`src/rtl/pps_source.sv`:
```
// 1 PPS waveform generator with per-second period trim offered over valid/ready.
// State | meaning: IDLE output low | ARM start delay | HIGH pulse high | LOW rest of second.
`timescale 1ns/1ps
module pps_source #(
  parameter int CLK_FREQ_HZ        = 100_000_000,
  parameter int PULSE_WIDTH_CYCLES = 10_000_000,
  parameter int START_DELAY_CYCLES = 1000,
  parameter int TRIM_W             = 16
) (
  input  logic              CLK_100MHZ,
  input  logic              nRST,
  input  logic              ENABLE,
  input  logic              TRIM_VALID,
  input  logic [TRIM_W-1:0] TRIM_VALUE,
  output logic              TRIM_READY,
  output logic              GPS_PPS,
  output logic              PPS_STROBE,
  output logic [31:0]       SECOND_COUNT
);

  localparam int CW = $clog2(CLK_FREQ_HZ + 2**(TRIM_W-1));
  localparam logic signed [CW:0]   CLK_S      = (CW+1)'(CLK_FREQ_HZ);
  localparam logic signed [CW:0]   ONE_S      = (CW+1)'(1);
  localparam logic        [CW-1:0] PW_LAST    = CW'(PULSE_WIDTH_CYCLES - 1);
  localparam logic        [CW-1:0] DELAY_LAST = CW'(START_DELAY_CYCLES - 1);

  if (CLK_FREQ_HZ - 2**(TRIM_W-1) <= PULSE_WIDTH_CYCLES) begin : g_bad_period
    $error("pps_source: worst-case trimmed period does not exceed the pulse width");
  end
  if (START_DELAY_CYCLES < 1 || START_DELAY_CYCLES > 2**CW) begin : g_bad_delay
    $error("pps_source: START_DELAY_CYCLES out of range for the counter");
  end

  typedef enum logic [1:0] {IDLE, ARM, HIGH, LOW} state_t;

  state_t                    state_q, state_d;
  logic [CW-1:0]             cnt_q, cnt_d;
  logic                      pps_q, pps_d;
  logic                      strobe_q, strobe_d;
  logic [31:0]               sec_cnt_q, sec_cnt_d;
  logic signed [TRIM_W-1:0]  pend_q, pend_d;
  logic signed [TRIM_W-1:0]  act_q, act_d;
  logic                      ready_q, ready_d;

  logic                      rise;
  logic signed [CW:0]        trim_ext;
  logic signed [CW:0]        period_last;

  always_comb begin
    trim_ext    = (CW+1)'(act_q);
    period_last = CLK_S + trim_ext - ONE_S;
  end

  always_comb begin
    state_d   = state_q;
    cnt_d     = cnt_q + 1'b1;
    pps_d     = pps_q;
    strobe_d  = 1'b0;
    sec_cnt_d = sec_cnt_q;
    pend_d    = pend_q;
    act_d     = act_q;
    ready_d   = ready_q;
    rise      = 1'b0;

    if (!ENABLE) begin
      state_d = IDLE;
      cnt_d   = '0;
      pps_d   = 1'b0;
    end else begin
      unique case (state_q)
        IDLE: begin
          state_d = ARM;
          cnt_d   = '0;
          pps_d   = 1'b0;
        end
        ARM:  rise = (cnt_q == DELAY_LAST);
        HIGH: begin
          if (cnt_q == PW_LAST) begin
            state_d = LOW;
            pps_d   = 1'b0;
          end
        end
        LOW:  rise = ($signed({1'b0, cnt_q}) == period_last);
        default: state_d = IDLE;
      endcase
    end

    // The second starting at this edge uses whatever trim was pending before it.
    if (rise) begin
      state_d   = HIGH;
      cnt_d     = '0;
      pps_d     = 1'b1;
      strobe_d  = 1'b1;
      sec_cnt_d = sec_cnt_q + 32'd1;
      act_d     = ready_q ? '0 : pend_q;
      pend_d    = '0;
      ready_d   = 1'b1;
    end

    if (TRIM_VALID && ready_q) begin
      pend_d  = TRIM_VALUE;
      ready_d = 1'b0;
    end
  end

  always_ff @(posedge CLK_100MHZ or negedge nRST) begin
    if (!nRST) begin
      state_q   <= IDLE;
      cnt_q     <= '0;
      pps_q     <= 1'b0;
      strobe_q  <= 1'b0;
      sec_cnt_q <= '0;
      pend_q    <= '0;
      act_q     <= '0;
      ready_q   <= 1'b1;
    end else begin
      state_q   <= state_d;
      cnt_q     <= cnt_d;
      pps_q     <= pps_d;
      strobe_q  <= strobe_d;
      sec_cnt_q <= sec_cnt_d;
      pend_q    <= pend_d;
      act_q     <= act_d;
      ready_q   <= ready_d;
    end
  end

  assign GPS_PPS      = pps_q;
  assign PPS_STROBE   = strobe_q;
  assign SECOND_COUNT = sec_cnt_q;
  assign TRIM_READY   = ready_q;

endmodule

```
`config.mk`:
```
export PLATFORM = sky130hd
export DESIGN_NAME = pps_source
export DESIGN_NICKNAME = d
export VERILOG_FILES = /design/src/rtl/pps_source.sv
export SDC_FILE = /design/constraint.sdc
export NUM_CORES = 1
export LEC_CHECK = 0
export ABC_CLOCK_PERIOD_IN_PS = 7200
export BUFFER_PORTS_ARGS = -buffer_cell sky130_fd_sc_hd__buf_2
export CAP_MARGIN = 20
export CORE_UTILIZATION = 60
export CTS_BUF_LIST = sky130_fd_sc_hd__clkbuf_8
export DETAILED_ROUTE_END_ITERATION = 6
export PLACE_DENSITY_LB_ADDON = 0.2
export SKIP_LAST_GASP = 1
export SYNTH_ARGS = -nofsm -noshare
export SYNTH_HDL_FRONTEND = slang
export SYNTH_SLANG_ARGS = --single-unit
```
`constraint.sdc`:
```
create_clock -name CLK_100MHZ -period 7.2 [get_ports CLK_100MHZ]
set_input_delay 0.72 -clock CLK_100MHZ [delete_from_list [all_inputs] [get_ports CLK_100MHZ]]
set_output_delay 0.72 -clock CLK_100MHZ [all_outputs]
set_load 0.02 [all_outputs]
```
==> results of run 1 <==
==> through the flow <==
stage	worst slack (ns)	total power, mW
detailed placement	3.58	0.573
global route	3.24	0.954
finish	3.61	0.923
global placement	3.71	0.572
floorplan	4.47	0.555
CTS	3.60	0.929
==> synthesized netlist by cell type (2+ instances only) <==
cell type / n / area share (%)
a2111oi_0: 2 / 0.33
a21oi_1: 4 / 0.38
a31oi_1: 3 / 0.35
and2_1: 6 / 0.71
and3_1: 9 / 1.1
and4_1: 3 / 0.50
and4b_1: 2 / 0.38
buf_1: 3 / 0.21
buf_2: 5 / 0.47
buf_6: 5 / 1.1
buf_8: 2 / 0.57
clkbuf_1: 13 / 0.92
dfrtp_1: 95 / 45
ha_1: 3 / 0.71
inv_1: 9 / 0.64
nand2_1: 94 / 6.7
nand2b_1: 3 / 0.35
nand3_1: 45 / 4.2
nand3b_1: 17 / 2.4
nand4_1: 21 / 2.5
nand4b_1: 2 / 0.33
nor2_1: 46 / 3.3
nor2b_1: 3 / 0.35
nor3_1: 7 / 0.66
nor3_2: 17 / 3.2
nor3b_2: 2 / 0.47
nor4_1: 8 / 0.94
nor4_2: 4 / 0.94
nor4b_1: 3 / 0.50
o21a_1: 2 / 0.28
o21ai_0: 5 / 0.47
o311ai_0: 3 / 0.50
o31ai_1: 2 / 0.28
or3_1: 5 / 0.59
xnor2_1: 22 / 3.6
xor2_1: 55 / 9.1
==> state kept, by name, summed over array words and instances, names as in the netlist <==
| signal | flops |
|---|---|
| SECOND_COUNT | 32 |
| pend_q | 16 |
| TRIM_READY | 1 |
| act_q | 16 |
| state_q | 2 |
| cnt_q | 27 |
| PPS_STROBE | 1 |
| GPS_PPS | 1 |
==> layer usage <==
layer	share of wire, %	vias to the layer above	global-route usage [%]	routed length (um)
met1	49	1969	36.2	5280
met4	1.9	0	9.95	203
met2	45	112	40.5	4930
met5	0	-	0	0
met3	4.3	23	3.55	467
li1	-	2008	-	-
==> layout by cell type, fill, tap and decap left out, types with 4 or more instances in the layout <==
cell type  count
a21oi_1        4
and2_1         6
and3_1         9
buf_2         53
clkbuf_8      11
dfrtp_1       95
inv_1          9
nand2_1       94
nand3_1       45
nand3b_1      17
nand4_1       21
nor2_1        46
nor3_1         7
nor3_2        17
nor4_1         8
nor4_2         4
o21ai_0        5
or3_1          5
xnor2_1       22
xor2_1        55
==> final timing paths <==
path | end | cells past startpoint
worst max-delay path | SECOND_COUNT[7] | 11
max in group asynchronous | pend_q[5] | 2
min in group CLK_100MHZ | SECOND_COUNT[31] | 1
worst min-delay path | SECOND_COUNT[23] | 1
worst max register to register | SECOND_COUNT[7] | 11
worst min register to register | SECOND_COUNT[31] | 1
==> cells by family (layout without fill, tap and decap cells) <==
group                      count (synthesis)  in the layout  synth area share [%]
and+or+nand+nor                          305            305                  31.8
buffers and inverters                     38             82                  3.96
xor gates and xnor gates                  77             77                  12.7
AOI/OAI and AO/OA                         37             37                  5.52
adders and majority gates                  3              3                 0.708
DFF                                       96             96                  45.3
==> critical path: cells and delay by family (launching register included) <==
| kind | cells | cell delay [ns] |
|---|---|---|
| xor+xnor | 2 | 0.47 |
| simple gates | 3 | 0.59 |
| flops | 1 | 0.45 |
| compound gates | 3 | 1.02 |
| buf+inv | 2 | 0.65 |
| fa+ha+maj | 1 | 0.27 |
==> final cells by class <==
type                       count  area, sq um  area share, %
timing repair buffer          57          303           5.25
tap                          105          131           2.28
clock inverter                 5         53.8          0.933
multi-input combinational    422         2690           46.6
sequential                    96         2400           41.7
inverter                       9         33.8          0.586
clock buffer                  11          151           2.63
==> power groups by stage <==
stage | Sequential [mW] | Combinational, mW | Clock, mW
floorplan | 0.551 | 0.00409 | 0
global route | 0.541 | 0.0247 | 0.388
CTS | 0.541 | 0.0213 | 0.367
global placement | 0.551 | 0.0209 | 0
finish | 0.541 | 0.0214 | 0.360
detailed placement | 0.551 | 0.0212 | 0
==> report_table.html, run 1 <==
<table>
<tr><th>Metric</th><th>Value</th></tr>
<tr><th colspan="2">Status</th></tr>
<tr><td>Run status</td><td>finished clean</td></tr>
<tr><th colspan="2">Die</th></tr>
<tr><td># rows</td><td>33</td></tr>
<tr><td>Die area</td><td>9220 sq um</td></tr>
<tr><td>Initial cell density of the core</td><td>~63%</td></tr>
<tr><td>Chip height</td><td>slightly below 100 um</td></tr>
<tr><td>Core ar.</td><td>approximately 8400 sq um</td></tr>
<tr><td>X dimension of the die</td><td>96.0 um</td></tr>
<tr><td>Ports placed on the boundary</td><td>55</td></tr>
<tr><th colspan="2">Worst setup path</th></tr>
<tr><td>Cells traversed along the worst timing path</td><td>inv_1 -&gt; ha_1 -&gt; nor4b_1 -&gt; a211oi_1 -&gt; o31ai_1 -&gt; xor2_1 -&gt; nor4b_4 -&gt; a21boi_4 -&gt; buf_4 -&gt; nor3b_1 -&gt; xor2_1</td></tr>
<tr><td>Worst reg2reg path startpoint</td><td>act_q[0]</td></tr>
<tr><td>Endpoint type of the worst setup path</td><td>flip-flop</td></tr>
<tr><td>Slack of the worst reg-to-reg path</td><td>3.61 ns</td></tr>
<tr><td>Critical path arrival</td><td>~3.8 ns</td></tr>
<tr><td>Required time at the endpoint of the critical path</td><td>around 7.4 ns</td></tr>
<tr><td>Largest stage delay on the critical path</td><td>0.59 ns</td></tr>
<tr><td>Crit path launch</td><td>act_q[0]</td></tr>
<tr><td>Worst-path maximum fanout</td><td>between 40 and 50</td></tr>
<tr><td>Path type of the worst setup path</td><td>reg2reg</td></tr>
<tr><td>Cell at the slowest stage of the critical path</td><td>a21boi_4</td></tr>
<tr><td>Startpoint type of the worst setup path</td><td>flip-flop</td></tr>
<tr><td>Most frequent cell on the critical path</td><td>xor2_1</td></tr>
<tr><th colspan="2">Pwr</th></tr>
<tr><td>Share of total power consumed by net switching</td><td>21.5%</td></tr>
<tr><td>Largest voltage drop on the vdd net</td><td>about 130 uV</td></tr>
<tr><td>Combinational Power Share</td><td>around 2.3%</td></tr>
<tr><td>Portion of total power attributed to sequential cells</td><td>between 50% and 60%</td></tr>
<tr><td>Lkg Pwr</td><td>roughly 2.8 nW</td></tr>
<tr><td>Power per cell area</td><td>160 nW/um^2</td></tr>
<tr><td>Clock power share</td><td>slightly below 40%</td></tr>
<tr><td>Switching component of the power</td><td>198 uW</td></tr>
<tr><td>Cell internal power dissipation</td><td>725 uW</td></tr>
<tr><th colspan="2">STA</th></tr>
<tr><td>Final worst hold slack</td><td>roughly 0.3 ns</td></tr>
<tr><td>Unrepaired setup endpoints after global routing</td><td>no</td></tr>
<tr><td>Final Slew Violations</td><td>0</td></tr>
<tr><td>Clock period minus worst slack</td><td>roughly 3.6 ns</td></tr>
<tr><td>Maximum clock frequency</td><td>approximately 280 MHz</td></tr>
<tr><td>Setup violation total in the final timing report</td><td>0</td></tr>
<tr><td>Clock skew after layout</td><td>0.0113 ns</td></tr>
<tr><td>Share of the cycle needed by the critical path after routing</td><td>around 50%</td></tr>
<tr><td>Slew margin rel.</td><td>approximately half</td></tr>
<tr><td>Worst slew pin tran</td><td>about 0.75 ns</td></tr>
<tr><td>Setup TNS Final</td><td>0 ns</td></tr>
<tr><td>Final Hold Viols</td><td>0</td></tr>
<tr><th colspan="2">Finish</th></tr>
<tr><td>Signed area change from the synthesized netlist to the final layout</td><td>8.73%</td></tr>
<tr><td>Count of non-filler cells in the finished layout</td><td>between 700 and 800</td></tr>
<tr><td>Filler cells</td><td>approximately 670</td></tr>
<tr><td>Share of cells above drive strength 1</td><td>about 17%</td></tr>
<tr><td>Antenna diode instance count</td><td>0</td></tr>
<tr><td>Share of the core filled with cells</td><td>~69%</td></tr>
<tr><td>Final instance area</td><td>5770 sq um</td></tr>
<tr><td>Count of nets after finishing</td><td>618</td></tr>
<tr><th colspan="2">Routing</th></tr>
<tr><td>Vias after detailed routing</td><td>about 4100</td></tr>
<tr><td>Final routed DRC violation total</td><td>0</td></tr>
<tr><td>Number of nets still failing antenna checks after routing</td><td>0</td></tr>
<tr><td>Mean number of vias per cell</td><td>slightly below 6</td></tr>
<tr><td>Number of detailed-route iterations in the first pass</td><td>5</td></tr>
<tr><td>Post-detailed-routing wire length</td><td>about 11000 um</td></tr>
<tr><td>DR WL/cell</td><td>15.4 um</td></tr>
<tr><td>DRC marker count from the first detailed-route iteration</td><td>233</td></tr>
<tr><th colspan="2">GRT</th></tr>
<tr><td>Wire length of the first global-routing pass</td><td>between 15000 and 20000 um</td></tr>
<tr><td>Pin count of the biggest net entering global routing</td><td>60</td></tr>
<tr><td>Via count of the first global-routing pass</td><td>about 3800</td></tr>
<tr><td>Overall global routing resource usage</td><td>around 26%</td></tr>
<tr><td>Antenna violations before repair</td><td>0</td></tr>
<tr><td>Total grt overflow</td><td>0</td></tr>
<tr><th colspan="2">Logic synthesis</th></tr>
<tr><td>Number of flops mapped to enable cells by yosys</td><td>0</td></tr>
<tr><td>Syn avg cell area</td><td>between 9 and 10 sq um</td></tr>
<tr><td>Flop and latch count out of synthesis</td><td>between 90 and 100</td></tr>
<tr><td>Yosys Warn Count</td><td>0</td></tr>
<tr><td>Seq/Total Area, Yosys</td><td>approximately 45%</td></tr>
<tr><td>Synthesized instance count</td><td>between 500 and 600</td></tr>
<tr><td>Number of distinct library cells after synthesis</td><td>62</td></tr>
<tr><td>Async S/R FF share, synth</td><td>100%</td></tr>
<tr><td>Post-Syn Area</td><td>5300 sq um</td></tr>
<tr><td>Most used DFF post-synth</td><td>dfrtp_1</td></tr>
<tr><td>Synthesized net count</td><td>roughly 580</td></tr>
<tr><th colspan="2">Placed design</th></tr>
<tr><td># port buffers</td><td>54</td></tr>
<tr><td>Final RePlAce weighted congestion</td><td>around 0.96</td></tr>
<tr><td>HPWL after detailed placement</td><td>between 7000 and 8000 um</td></tr>
<tr><td>Cell count after placement</td><td>688</td></tr>
<tr><td>Placement Cell Area</td><td>between 5000 and 6000 sq um</td></tr>
<tr><th colspan="2">Clock tree</th></tr>
<tr><td>Clock buffers created by TritonCTS</td><td>9</td></tr>
<tr><td>Maximum clock insertion buffer count</td><td>2</td></tr>
<tr><td>H-tree Lvls</td><td>3</td></tr>
<tr><td>Clock root cell</td><td>clkbuf_8</td></tr>
<tr><td>Hold-fix buffers, CTS</td><td>0</td></tr>
<tr><td>Quantity of gates resized following cts</td><td>0</td></tr>
<tr><td>TritonCTS clock tree</td><td>done</td></tr>
<tr><td>Post-CTS setup buffer count</td><td>0</td></tr>
<tr><td>Later-pin clock latency in the skew report</td><td>between 0.3 and 0.4 ns</td></tr>
<tr><td>Clock-pin slew of the registers on the worst-case setup and hold paths</td><td>about 0.090 ns</td></tr>
<tr><td>Clk sink count</td><td>96</td></tr>
<tr><th colspan="2">Hold path</th></tr>
<tr><td>Tightest Hold Check Type</td><td>in2async</td></tr>
<tr><th colspan="2">Flow run</th></tr>
<tr><td>Max capacitance violation total</td><td>0</td></tr>
</table>
(Power assumes the default switching activity.)
==> run 2, diff against run 1 <==
--- a/config.mk
+++ b/config.mk
@@ -5,10 +5,11 @@
 export SDC_FILE = /design/constraint.sdc
 export NUM_CORES = 1
 export LEC_CHECK = 0
-export ABC_CLOCK_PERIOD_IN_PS = 7200
+export ABC_AREA = 1
+export ABC_CLOCK_PERIOD_IN_PS = 3030
 export BUFFER_PORTS_ARGS = -buffer_cell sky130_fd_sc_hd__buf_2
 export CAP_MARGIN = 20
-export CORE_UTILIZATION = 60
+export CORE_UTILIZATION = 56
 export CTS_BUF_LIST = sky130_fd_sc_hd__clkbuf_8
 export DETAILED_ROUTE_END_ITERATION = 6
 export PLACE_DENSITY_LB_ADDON = 0.2
==> constraint.sdc (replaced) <==
create_clock -name CLK_100MHZ -period 3.03 [get_ports CLK_100MHZ]
set_input_delay 0.303 -clock CLK_100MHZ [delete_from_list [all_inputs] [get_ports CLK_100MHZ]]
set_output_delay 0.303 -clock CLK_100MHZ [all_outputs]
set_load 0.02 [all_outputs]
==> report_table.html, run 2 <==
<table>
<tr><th>Metric</th><th>Value</th></tr>
<tr><th colspan="2">Status</th></tr>
<tr><td>Run status</td><td>finished clean (unchanged)</td></tr>
<tr><th colspan="2">Logic synthesis</th></tr>
<tr><td>Yosys Warn Count</td><td>0 (unchanged)</td></tr>
<tr><td>Most used DFF post-synth</td><td>dfrtp_1 (unchanged)</td></tr>
<tr><td>Compound-Gate Fraction of Synth Area</td><td>4.27% (was 5.52%)</td></tr>
<tr><td>Flop and latch count out of synthesis</td><td>96 (unchanged)</td></tr>
<tr><td>Async S/R FF share, synth</td><td>100% (unchanged)</td></tr>
<tr><td>Multiplexer share of the synthesized area</td><td>0% (unchanged)</td></tr>
<tr><td>Number of flops mapped to enable cells by yosys</td><td>0 (unchanged)</td></tr>
<tr><td>Simple-gate share of the synthesized area</td><td>42.7% (was 31.8%)</td></tr>
<tr><td>Xor/xnor cell area share of the yosys netlist</td><td>5.74% (was 12.7%)</td></tr>
<tr><td>Cell accounting for the most synthesized area</td><td>dfrtp_1 (unchanged)</td></tr>
<tr><td>Count leader, synth</td><td>nand2_1 (was dfrtp_1)</td></tr>
<tr><td>Number of distinct library cells after synthesis</td><td>44 (was 62)</td></tr>
<tr><td>Syn avg cell area</td><td>7.24 sq um (was 9.54 sq um)</td></tr>
<tr><td>Post-synthesis share of cell area spent on full adders, half adders and majority gates</td><td>0.606% (was 0.708%)</td></tr>
<tr><td>Seq/Total Area, Yosys</td><td>38.8% (was 45.3%)</td></tr>
<tr><td>Leading post-synthesis cells by instance count</td><td>267 x nand2_1, 95 x dfrtp_1, 90 x nor2_1 (was 95 x dfrtp_1, 94 x nand2_1, 55 x xor2_1)</td></tr>
<tr><td>Synthesized net count</td><td>878 (was 579)</td></tr>
<tr><td>Largest cells by area after synthesis</td><td>dfrtp_1 38%, nand2_1 16%, nand3_1 6.5%, nor2_1 5.5%, inv_1 5.2% (was dfrtp_1 45%, xor2_1 9.1%, nand2_1 6.7%, nand3_1 4.2%, xnor2_1 3.6%)</td></tr>
<tr><td>Post-Syn Area</td><td>6190 sq um (was 5300 sq um)</td></tr>
<tr><td>Fraction of post-synthesis cell area in the top cell type by area</td><td>38.4% (was 44.8%)</td></tr>
<tr><td>Synthesized instance count</td><td>855 (was 556)</td></tr>
<tr><td>Combinational family with the most area after synthesis</td><td>simple AND/OR/NAND/NOR gates (unchanged)</td></tr>
<tr><th colspan="2">Pwr</th></tr>
<tr><td>Combinational Power Share</td><td>16.6% (was 2.3%)</td></tr>
<tr><td>Share of total power consumed by net switching</td><td>32.3% (was 21.5%)</td></tr>
<tr><td>Cell internal power dissipation</td><td>1.91 mW (was 725 uW)</td></tr>
<tr><td>Power per cell area</td><td>416 nW/um^2 (was 160 nW/um^2)</td></tr>
<tr><td>Lkg Pwr</td><td>3.42 nW (was 2.83 nW)</td></tr>
<tr><td>Largest voltage drop on the vdd net</td><td>442 uV (was 127 uV)</td></tr>
<tr><td>Portion of total power attributed to sequential cells</td><td>52.9% (was 58.6%)</td></tr>
<tr><td>Total power consumption of the routed design</td><td>2.83 mW (was 923 uW)</td></tr>
<tr><td>Switching component of the power</td><td>915 uW (was 198 uW)</td></tr>
<tr><td>Clock power share</td><td>30.4% (was 39.1%)</td></tr>
<tr><th colspan="2">Clock tree</th></tr>
<tr><td>Clock root cell</td><td>clkbuf_8 (unchanged)</td></tr>
<tr><td>Maximum clock insertion buffer count</td><td>2 (unchanged)</td></tr>
<tr><td>TritonCTS clock tree</td><td>done (unchanged)</td></tr>
<tr><td>Clk sink count</td><td>96 (unchanged)</td></tr>
<tr><td>Clock-pin slew of the registers on the worst-case setup and hold paths</td><td>0.11 ns (was 0.09 ns)</td></tr>
<tr><td>Clock buffers created by TritonCTS</td><td>9 (unchanged)</td></tr>
<tr><td>H-tree Lvls</td><td>3 (unchanged)</td></tr>
<tr><td>Post-CTS setup buffer count</td><td>0 (unchanged)</td></tr>
<tr><td>Later-pin clock latency in the skew report</td><td>0.39 ns (was 0.36 ns)</td></tr>
<tr><td>Quantity of gates resized following cts</td><td>0 (unchanged)</td></tr>
<tr><td>Hold-fix buffers, CTS</td><td>0 (unchanged)</td></tr>
<tr><th colspan="2">GRT</th></tr>
<tr><td>Antenna violations before repair</td><td>0 (unchanged)</td></tr>
<tr><td>Total grt overflow</td><td>0 (unchanged)</td></tr>
<tr><td>Pin count of the biggest net entering global routing</td><td>82 (was 60)</td></tr>
<tr><td>Via count of the first global-routing pass</td><td>5443 (was 3829)</td></tr>
<tr><td>Wire length of the first global-routing pass</td><td>26500 um (was 18300 um)</td></tr>
<tr><td>Overall global routing resource usage</td><td>29.5% (was 25.8%)</td></tr>
<tr><th colspan="2">Routing</th></tr>
<tr><td>Mean number of vias per cell</td><td>5.40 (was 5.83)</td></tr>
<tr><td>DRC marker count from the first detailed-route iteration</td><td>426 (was 233)</td></tr>
<tr><td>DR WL/cell</td><td>15.1 um (was 15.4 um)</td></tr>
<tr><td>Final routed DRC violation total</td><td>0 (unchanged)</td></tr>
<tr><td>Number of detailed-route iterations in the first pass</td><td>5 (unchanged)</td></tr>
<tr><td>Vias after detailed routing</td><td>5683 (was 4112)</td></tr>
<tr><td>Number of nets still failing antenna checks after routing</td><td>0 (unchanged)</td></tr>
<tr><td>Post-detailed-routing wire length</td><td>15900 um (was 10900 um)</td></tr>
<tr><th colspan="2">STA</th></tr>
<tr><td>Worst slew pin tran</td><td>0.631 ns (was 0.753 ns)</td></tr>
<tr><td>Setup TNS Final</td><td>0 ns (unchanged)</td></tr>
<tr><td>Slew margin rel.</td><td>57.5% (was 49.8%)</td></tr>
<tr><td>Unrepaired setup endpoints after global routing</td><td>no (unchanged)</td></tr>
<tr><td>Smallest setup slack after layout</td><td>0.257 ns (was 3.61 ns)</td></tr>
<tr><td>Maximum clock frequency</td><td>361 MHz (was 278 MHz)</td></tr>
<tr><td>Clock period minus worst slack</td><td>2.77 ns (was 3.59 ns)</td></tr>
<tr><td>Final Hold Viols</td><td>0 (unchanged)</td></tr>
<tr><td>Setup violation total in the final timing report</td><td>0 (unchanged)</td></tr>
<tr><td>Share of the cycle needed by the critical path after routing</td><td>91.5% (was 49.9%)</td></tr>
<tr><td>Final Slew Violations</td><td>0 (unchanged)</td></tr>
<tr><td>Clock skew after layout</td><td>0.0179 ns (was 0.0113 ns)</td></tr>
<tr><th colspan="2">Finish</th></tr>
<tr><td>Count of nets after finishing</td><td>931 (was 618)</td></tr>
<tr><td>Leading cell type in the layout, fill and taps excluded</td><td>nand2_1 (was dfrtp_1)</td></tr>
<tr><td>Multi-input gate area in the final layout</td><td>3300 sq um (was 2690 sq um)</td></tr>
<tr><td>Filler cells</td><td>977 (was 674)</td></tr>
<tr><td>Share of cells above drive strength 1</td><td>16.3% (was 17.3%)</td></tr>
<tr><td>Largest register FFs</td><td>32 (unchanged)</td></tr>
<tr><td>Share of the core filled with cells</td><td>62.9% (was 68.8%)</td></tr>
<tr><td>Highest-count cells in the layout ignoring fill and taps</td><td>267 x nand2_1, 95 x dfrtp_1, 90 x nor2_1, 85 x inv_1, 80 x nand3_1 (was 95 x dfrtp_1, 94 x nand2_1, 55 x xor2_1, 53 x buf_2, 46 x nor2_1)</td></tr>
<tr><td>Antenna diode instance count</td><td>0 (unchanged)</td></tr>
<tr><td>Area taken by flip-flops and latches</td><td>2400 sq um (unchanged)</td></tr>
<tr><td>Signed area change from the synthesized netlist to the final layout</td><td>9.76% (was 8.73%)</td></tr>
<tr><th colspan="2">Placed design</th></tr>
<tr><td>Final RePlAce weighted congestion</td><td>0.910 (was 0.960)</td></tr>
<tr><td>Worst slack at placement</td><td>0.278 ns (was 3.58 ns)</td></tr>
<tr><td>HPWL after detailed placement</td><td>12000 um (was 7800 um)</td></tr>
<tr><td># port buffers</td><td>54 (unchanged)</td></tr>
<tr><th colspan="2">Worst setup path</th></tr>
<tr><td>Cells traversed along the worst timing path</td><td>inv_1 -&gt; ha_1 -&gt; nand2_1 -&gt; nand2_1 -&gt; nor2_1 -&gt; nand3_1 -&gt; nor2_1 -&gt; nand2_1 -&gt; nor2_1 -&gt; nand2_1 -&gt; nor2_1 -&gt; nand3_1 -&gt; o21bai_2 -&gt; nand2_2 -&gt; inv_4 -&gt; nand2_4 -&gt; buf_12 -&gt; nand2_1 -&gt; o21ai_2 (was inv_1 -&gt; ha_1 -&gt; nor4b_1 -&gt; a211oi_1 -&gt; o31ai_1 -&gt; xor2_1 -&gt; nor4b_4 -&gt; a21boi_4 -&gt; buf_4 -&gt; nor3b_1 -&gt; xor2_1)</td></tr>
<tr><td>Cell at the slowest stage of the critical path</td><td>dfrtp_1 (was a21boi_4)</td></tr>
<tr><td>Most frequent cell on the critical path</td><td>nand2_1 (was xor2_1)</td></tr>
<tr><td>Count of buffer and inverter cells on the critical path</td><td>3 (was 2)</td></tr>
<tr><td>Critical path arrival</td><td>3.06 ns (was 3.83 ns)</td></tr>
<tr><td>Path type of the worst setup path</td><td>reg2reg (unchanged)</td></tr>
<tr><td>Endpoint type of the worst setup path</td><td>flip-flop (unchanged)</td></tr>
<tr><td>Crit path max-delay family</td><td>simple AND/OR/NAND/NOR gates (was compound AO/OA/AOI/OAI gates)</td></tr>
<tr><td>Required time at the endpoint of the critical path</td><td>3.31 ns (was 7.44 ns)</td></tr>
<tr><td>Worst-path maximum fanout</td><td>28 (was 46)</td></tr>
<tr><td>Startpoint type of the worst setup path</td><td>flip-flop (unchanged)</td></tr>
<tr><td>Largest stage delay on the critical path</td><td>0.45 ns (was 0.59 ns)</td></tr>
<tr><th colspan="2">Flow run</th></tr>
<tr><td>Max capacitance violation total</td><td>0 (unchanged)</td></tr>
<tr><th colspan="2">Die</th></tr>
<tr><td>X dimension of the die</td><td>107 um (was 96.0 um)</td></tr>
<tr><td>Die area</td><td>11500 sq um (was 9220 sq um)</td></tr>
<tr><td>Core ar.</td><td>10800 sq um (was 8380 sq um)</td></tr>
<tr><td># rows</td><td>38 (was 33)</td></tr>
<tr><td>Initial cell density of the core</td><td>57.3% (was 63.3%)</td></tr>
<tr><td>Chip height</td><td>107 um (was 96.0 um)</td></tr>
<tr><td>Ports placed on the boundary</td><td>55 (unchanged)</td></tr>
<tr><th colspan="2">Hold path</th></tr>
<tr><td>Tightest Hold Check Type</td><td>in2reg (was in2async)</td></tr>
</table>
## run 2: cell count changes after synthesis, sizes merged, moves of 15 or more
cell	before	now
xor2	55	31
o21ai	6	21
xnor2	22	7
nor2	46	96
nand2	94	286
nand3	45	93
nand3b	17	2
inv	9	88
## run 2: path summary, 6_finish.rpt
path,start,end,slack (ns),cells past startpoint
max,act_q[0],act_q[14],0.26,19
min,TRIM_VALUE[4],pend_q[4],0.11,3
max reg2reg,act_q[0],act_q[14],0.26,19
min reg2reg,act_q[1],act_q[1],0.51,2
max in group asynchronous,nRST,SECOND_COUNT[27],1.96,3
min in group asynchronous,nRST,cnt_q[3],0.42,2
## run 2: cell families after synthesis
group,after synthesis
buffers and inverters,114
flip-flops,96
AO/OA/AOI/OAI,35
XOR/XNOR,39
adder cells (fa/ha/maj),3
AND/OR/NAND/NOR,568
## run 2: metrics by stage
step | hold slack [ns] | instance area (sq um) | std cells
after global placement | 0.472 | 6570 | 1035
after detailed placement | 0.479 | 6570 | 1035
after global routing | 0.107 | 6790 | 1053
after CTS | 0.0945 | 6760 | 1051
final | 0.109 | 6790 | 1053
after floorplan | 0.00741 | 6190 | 855
## run 2: worst min-delay path, delay by kind of cell
family	cells	cell delay (ns)
AND/OR/NAND/NOR	2	0.09
buffers and inverters	1	0.07
## run 2: per-layer routing
metal / wire length, um / vias up / track usage (%)
li1: - / 2875 / -
met1: 7420 / 2613 / 40.1
met2: 7270 / 165 / 46.8
met3: 840 / 30 / 4.26
met4: 411 / 0 / 12.7
met5: 0 / - / 0
## run 2: power by group through the flow
| stage | clock network (mW) | logic, mW | registers, mW |
|---|---|---|---|
| after floorplan | 0 | 0.345 | 1.51 |
| after global placement | 0 | 0.456 | 1.52 |
| after detailed placement | 0 | 0.473 | 1.52 |
| after CTS | 0.871 | 0.474 | 1.50 |
| after global routing | 0.920 | 0.541 | 1.51 |
| final | 0.861 | 0.471 | 1.50 |
## run 2: cell type report
| type | instances | share of cell area (%) |
|---|---|---|
| inverters | 92 | 5.14 |
| repair buffers | 64 | 5.52 |
| clock inverters | 6 | 0.810 |
| well taps | 140 | 2.58 |
| multi-input cells | 645 | 48.5 |
| flip-flops and latches | 96 | 35.4 |
| clock buffers | 10 | 2.03 |
==> run 3, diff against run 2 <==
--- a/config.mk
+++ b/config.mk
@@ -5,11 +5,10 @@
 export SDC_FILE = /design/constraint.sdc
 export NUM_CORES = 1
 export LEC_CHECK = 0
-export ABC_AREA = 1
 export ABC_CLOCK_PERIOD_IN_PS = 3030
 export BUFFER_PORTS_ARGS = -buffer_cell sky130_fd_sc_hd__buf_2
 export CAP_MARGIN = 20
-export CORE_UTILIZATION = 56
+export CORE_UTILIZATION = 55
 export CTS_BUF_LIST = sky130_fd_sc_hd__clkbuf_8
 export DETAILED_ROUTE_END_ITERATION = 6
 export PLACE_DENSITY_LB_ADDON = 0.2
==> report_table.html, run 3 (same netlist as run 1, synthesis figures left out) <==
<table>
<tr><th>Metric</th><th>Value</th></tr>
<tr><th colspan="2">Worst setup path</th></tr>
<tr><td>Slack of the worst reg-to-reg path</td><td>0.17 ns (was 0.26 ns)</td></tr>
<tr><td>Cell at the slowest stage of the critical path</td><td>dfrtp_1 (unchanged)</td></tr>
<tr><td>Number of gates on the worst path with buffers counted</td><td>9 (was 19)</td></tr>
<tr><td>Critical R2R Capture</td><td>SECOND_COUNT[4] (was act_q[14])</td></tr>
<tr><td>Critical path arrival</td><td>3.09 ns (was 3.06 ns)</td></tr>
<tr><td>Cells traversed along the worst timing path</td><td>or3_4 -&gt; or3_1 -&gt; a32oi_1 -&gt; nand4b_1 -&gt; nor4_4 -&gt; a21boi_4 -&gt; buf_4 -&gt; nor2_1 -&gt; xor2_1 (was inv_1 -&gt; ha_1 -&gt; nand2_1 -&gt; nand2_1 -&gt; nor2_1 -&gt; nand3_1 -&gt; nor2_1 -&gt; nand2_1 -&gt; nor2_1 -&gt; nand2_1 -&gt; nor2_1 -&gt; nand3_1 -&gt; o21bai_2 -&gt; nand2_2 -&gt; inv_4 -&gt; nand2_4 -&gt; buf_12 -&gt; nand2_1 -&gt; o21ai_2)</td></tr>
<tr><td>Cell depth of the worst flop-to-flop path</td><td>9 (was 19)</td></tr>
<tr><td>Crit path max-delay family</td><td>simple AND/OR/NAND/NOR gates (unchanged)</td></tr>
<tr><td>Required time at the endpoint of the critical path</td><td>3.26 ns (was 3.31 ns)</td></tr>
<tr><td>Capturing element of the worst setup path</td><td>SECOND_COUNT[4] (was act_q[14])</td></tr>
<tr><td>Worst-path maximum fanout</td><td>14 (was 28)</td></tr>
<tr><td>Count of buffer and inverter cells on the critical path</td><td>1 (was 3)</td></tr>
<tr><td>Largest stage delay on the critical path</td><td>0.50 ns (was 0.45 ns)</td></tr>
<tr><td>Path type of the worst setup path</td><td>reg2reg (unchanged)</td></tr>
<tr><td>Worst reg2reg path startpoint</td><td>act_q[3] (was act_q[0])</td></tr>
<tr><td>Crit path launch</td><td>act_q[3] (was act_q[0])</td></tr>
<tr><td>Startpoint type of the worst setup path</td><td>flip-flop (unchanged)</td></tr>
<tr><td>Endpoint type of the worst setup path</td><td>flip-flop (unchanged)</td></tr>
<tr><th colspan="2">Clock tree</th></tr>
<tr><td>Clock-pin slew of the registers on the worst-case setup and hold paths</td><td>0.10 ns (was 0.11 ns)</td></tr>
<tr><td>Clock buffers created by TritonCTS</td><td>9 (unchanged)</td></tr>
<tr><td>Maximum clock insertion buffer count</td><td>2 (unchanged)</td></tr>
<tr><td>H-tree Lvls</td><td>3 (unchanged)</td></tr>
<tr><td>TritonCTS clock tree</td><td>done (unchanged)</td></tr>
<tr><td>Later-pin clock latency in the skew report</td><td>0.36 ns (was 0.39 ns)</td></tr>
<tr><td>Post-CTS setup buffer count</td><td>0 (unchanged)</td></tr>
<tr><td>Clock root cell</td><td>clkbuf_8 (unchanged)</td></tr>
<tr><td>Clk sink count</td><td>96 (unchanged)</td></tr>
<tr><th colspan="2">GRT</th></tr>
<tr><td>Overall global routing resource usage</td><td>24.3% (was 29.5%)</td></tr>
<tr><td>Total grt overflow</td><td>0 (unchanged)</td></tr>
<tr><td>Via count of the first global-routing pass</td><td>3980 (was 5443)</td></tr>
<tr><td>Antenna violations before repair</td><td>0 (unchanged)</td></tr>
<tr><td>Pin count of the biggest net entering global routing</td><td>45 (was 82)</td></tr>
<tr><td>Wire length of the first global-routing pass</td><td>19500 um (was 26500 um)</td></tr>
<tr><th colspan="2">Routing</th></tr>
<tr><td>Final routed DRC violation total</td><td>0 (unchanged)</td></tr>
<tr><td>Number of nets still failing antenna checks after routing</td><td>0 (unchanged)</td></tr>
<tr><td>Number of detailed-route iterations in the first pass</td><td>5 (unchanged)</td></tr>
<tr><td>Mean number of vias per cell</td><td>5.68 (was 5.40)</td></tr>
<tr><td>DRC marker count from the first detailed-route iteration</td><td>240 (was 426)</td></tr>
<tr><td>Vias after detailed routing</td><td>4213 (was 5683)</td></tr>
<tr><td>Post-detailed-routing wire length</td><td>11300 um (was 15900 um)</td></tr>
<tr><td>DR WL/cell</td><td>15.2 um (was 15.1 um)</td></tr>
<tr><th colspan="2">Pwr</th></tr>
<tr><td>Total power consumption of the routed design</td><td>2.29 mW (was 2.83 mW)</td></tr>
<tr><td>Largest voltage drop on the vdd net</td><td>218 uV (was 442 uV)</td></tr>
<tr><td>Power per cell area</td><td>384 nW/um^2 (was 416 nW/um^2)</td></tr>
<tr><td>Lkg Pwr</td><td>2.91 nW (was 3.42 nW)</td></tr>
<tr><th colspan="2">STA</th></tr>
<tr><td>Clock skew after layout</td><td>0.0178 ns (was 0.0179 ns)</td></tr>
<tr><td>Unrepaired setup endpoints after global routing</td><td>yes (was no)</td></tr>
<tr><td>Clock period minus worst slack</td><td>2.86 ns (was 2.77 ns)</td></tr>
<tr><td>Final Slew Violations</td><td>0 (unchanged)</td></tr>
<tr><td>Final worst hold slack</td><td>0.126 ns (was 0.109 ns)</td></tr>
<tr><td>Share of the cycle needed by the critical path after routing</td><td>94.3% (was 91.5%)</td></tr>
<tr><td>Worst slew pin tran</td><td>0.540 ns (was 0.631 ns)</td></tr>
<tr><td>Setup violation total in the final timing report</td><td>0 (unchanged)</td></tr>
<tr><td>Smallest setup slack after layout</td><td>0.174 ns (was 0.257 ns)</td></tr>
<tr><td>Slew margin rel.</td><td>63.7% (was 57.5%)</td></tr>
<tr><td>Maximum clock frequency</td><td>350 MHz (was 361 MHz)</td></tr>
<tr><td>Final Hold Viols</td><td>0 (unchanged)</td></tr>
<tr><td>Setup TNS Final</td><td>0 ns (unchanged)</td></tr>
<tr><th colspan="2">Die</th></tr>
<tr><td>Chip height</td><td>100 um (was 107 um)</td></tr>
<tr><td>X dimension of the die</td><td>100 um (was 107 um)</td></tr>
<tr><td># rows</td><td>35 (was 38)</td></tr>
<tr><td>Core ar.</td><td>9280 sq um (was 10800 sq um)</td></tr>
<tr><td>Ports placed on the boundary</td><td>55 (unchanged)</td></tr>
<tr><td>Initial cell density of the core</td><td>57.1% (was 57.3%)</td></tr>
<tr><td>Die area</td><td>10000 sq um (was 11500 sq um)</td></tr>
<tr><th colspan="2">Finish</th></tr>
<tr><td>Count of nets after finishing</td><td>631 (was 931)</td></tr>
<tr><td>Antenna diode instance count</td><td>0 (unchanged)</td></tr>
<tr><td>Final instance area</td><td>5970 sq um (was 6790 sq um)</td></tr>
<tr><td>Share of cells above drive strength 1</td><td>19.7% (was 16.3%)</td></tr>
<tr><td>Signed area change from the synthesized netlist to the final layout</td><td>12.6% (was 9.76%)</td></tr>
<tr><td>Largest register FFs</td><td>32 (unchanged)</td></tr>
<tr><td>Share of the core filled with cells</td><td>64.3% (was 62.9%)</td></tr>
<tr><td>Count of non-filler cells in the finished layout</td><td>742 (was 1053)</td></tr>
<tr><td>Highest-count cells in the layout ignoring fill and taps</td><td>94 x dfrtp_1, 94 x nand2_1, 55 x xor2_1, 53 x buf_2, 46 x nor2_1 (was 267 x nand2_1, 95 x dfrtp_1, 90 x nor2_1, 85 x inv_1, 80 x nand3_1)</td></tr>
<tr><th colspan="2">Placed design</th></tr>
<tr><td>Final RePlAce weighted congestion</td><td>0.929 (was 0.910)</td></tr>
<tr><td>Cell count after placement</td><td>724 (was 1035)</td></tr>
<tr><td>Placement Cell Area</td><td>5680 sq um (was 6570 sq um)</td></tr>
<tr><td>HPWL after detailed placement</td><td>8380 um (was 12000 um)</td></tr>
<tr><td>Worst slack at placement</td><td>0.0822 ns (was 0.278 ns)</td></tr>
<tr><td># port buffers</td><td>54 (unchanged)</td></tr>
<tr><th colspan="2">Flow run</th></tr>
<tr><td>Max capacitance violation total</td><td>0 (unchanged)</td></tr>
<tr><th colspan="2">Hold path</th></tr>
<tr><td>Tightest Hold Check Type</td><td>in2reg (unchanged)</td></tr>
<tr><td>Worst min-delay path startpoint</td><td>TRIM_VALUE[7] (was TRIM_VALUE[4])</td></tr>
<tr><th colspan="2">Status</th></tr>
<tr><td>Run status</td><td>finished clean (unchanged)</td></tr>
</table>
run 3: what timing repair did:
| item | CTS | global route |
|---|---|---|
| setup endpoints to repair | 0 | 54 |
| gates resized for setup | 0 | 8 |
| hold endpoints to repair | 41 | 0 |
| hold buffers | 1 | 0 |
run 3: cell type report:
class,instances,area [sq um]
Clock buffer,11,151
Clock inverter,5,80.1
Fill cell,816,3310
Inverter,9,33.8
Multi-Input combinational cell,422,2730
Sequential cell,96,2400
Tap cell,129,161
Timing Repair Buffer,70,415
run 3: metal layers:
layer  part of all wire, %  GRT usage, %
met2                    47          38.5
met4                   1.4          7.47
met5                     0             0
met1                    47          35.0
met3                   4.8          3.13
run 3: worst min-delay path, cell delays in order:
cell,delay (ns)
buf_2,0.07
nand2_1,0.04
nand2_1,0.04
run 3: report_power, final:
group / internal, mW / total, mW / switching (mW)
registers: 1.28 / 1.29 / 0.00331
clock network: 0.511 / 0.954 / 0.443
logic: 0.0162 / 0.0535 / 0.0373
run 3: worst min-delay path by stage:
stage,to,slack (ns),cells after the start
2_1_floorplan,GPS_PPS,0.007,0
3_3_place_gp,SECOND_COUNT[25],0.33,1
3_5_place_dp,SECOND_COUNT[25],0.33,1
4_1_cts,pend_q[7],0.12,3
5_1_grt,pend_q[7],0.13,3
6_report,pend_q[7],0.13,3
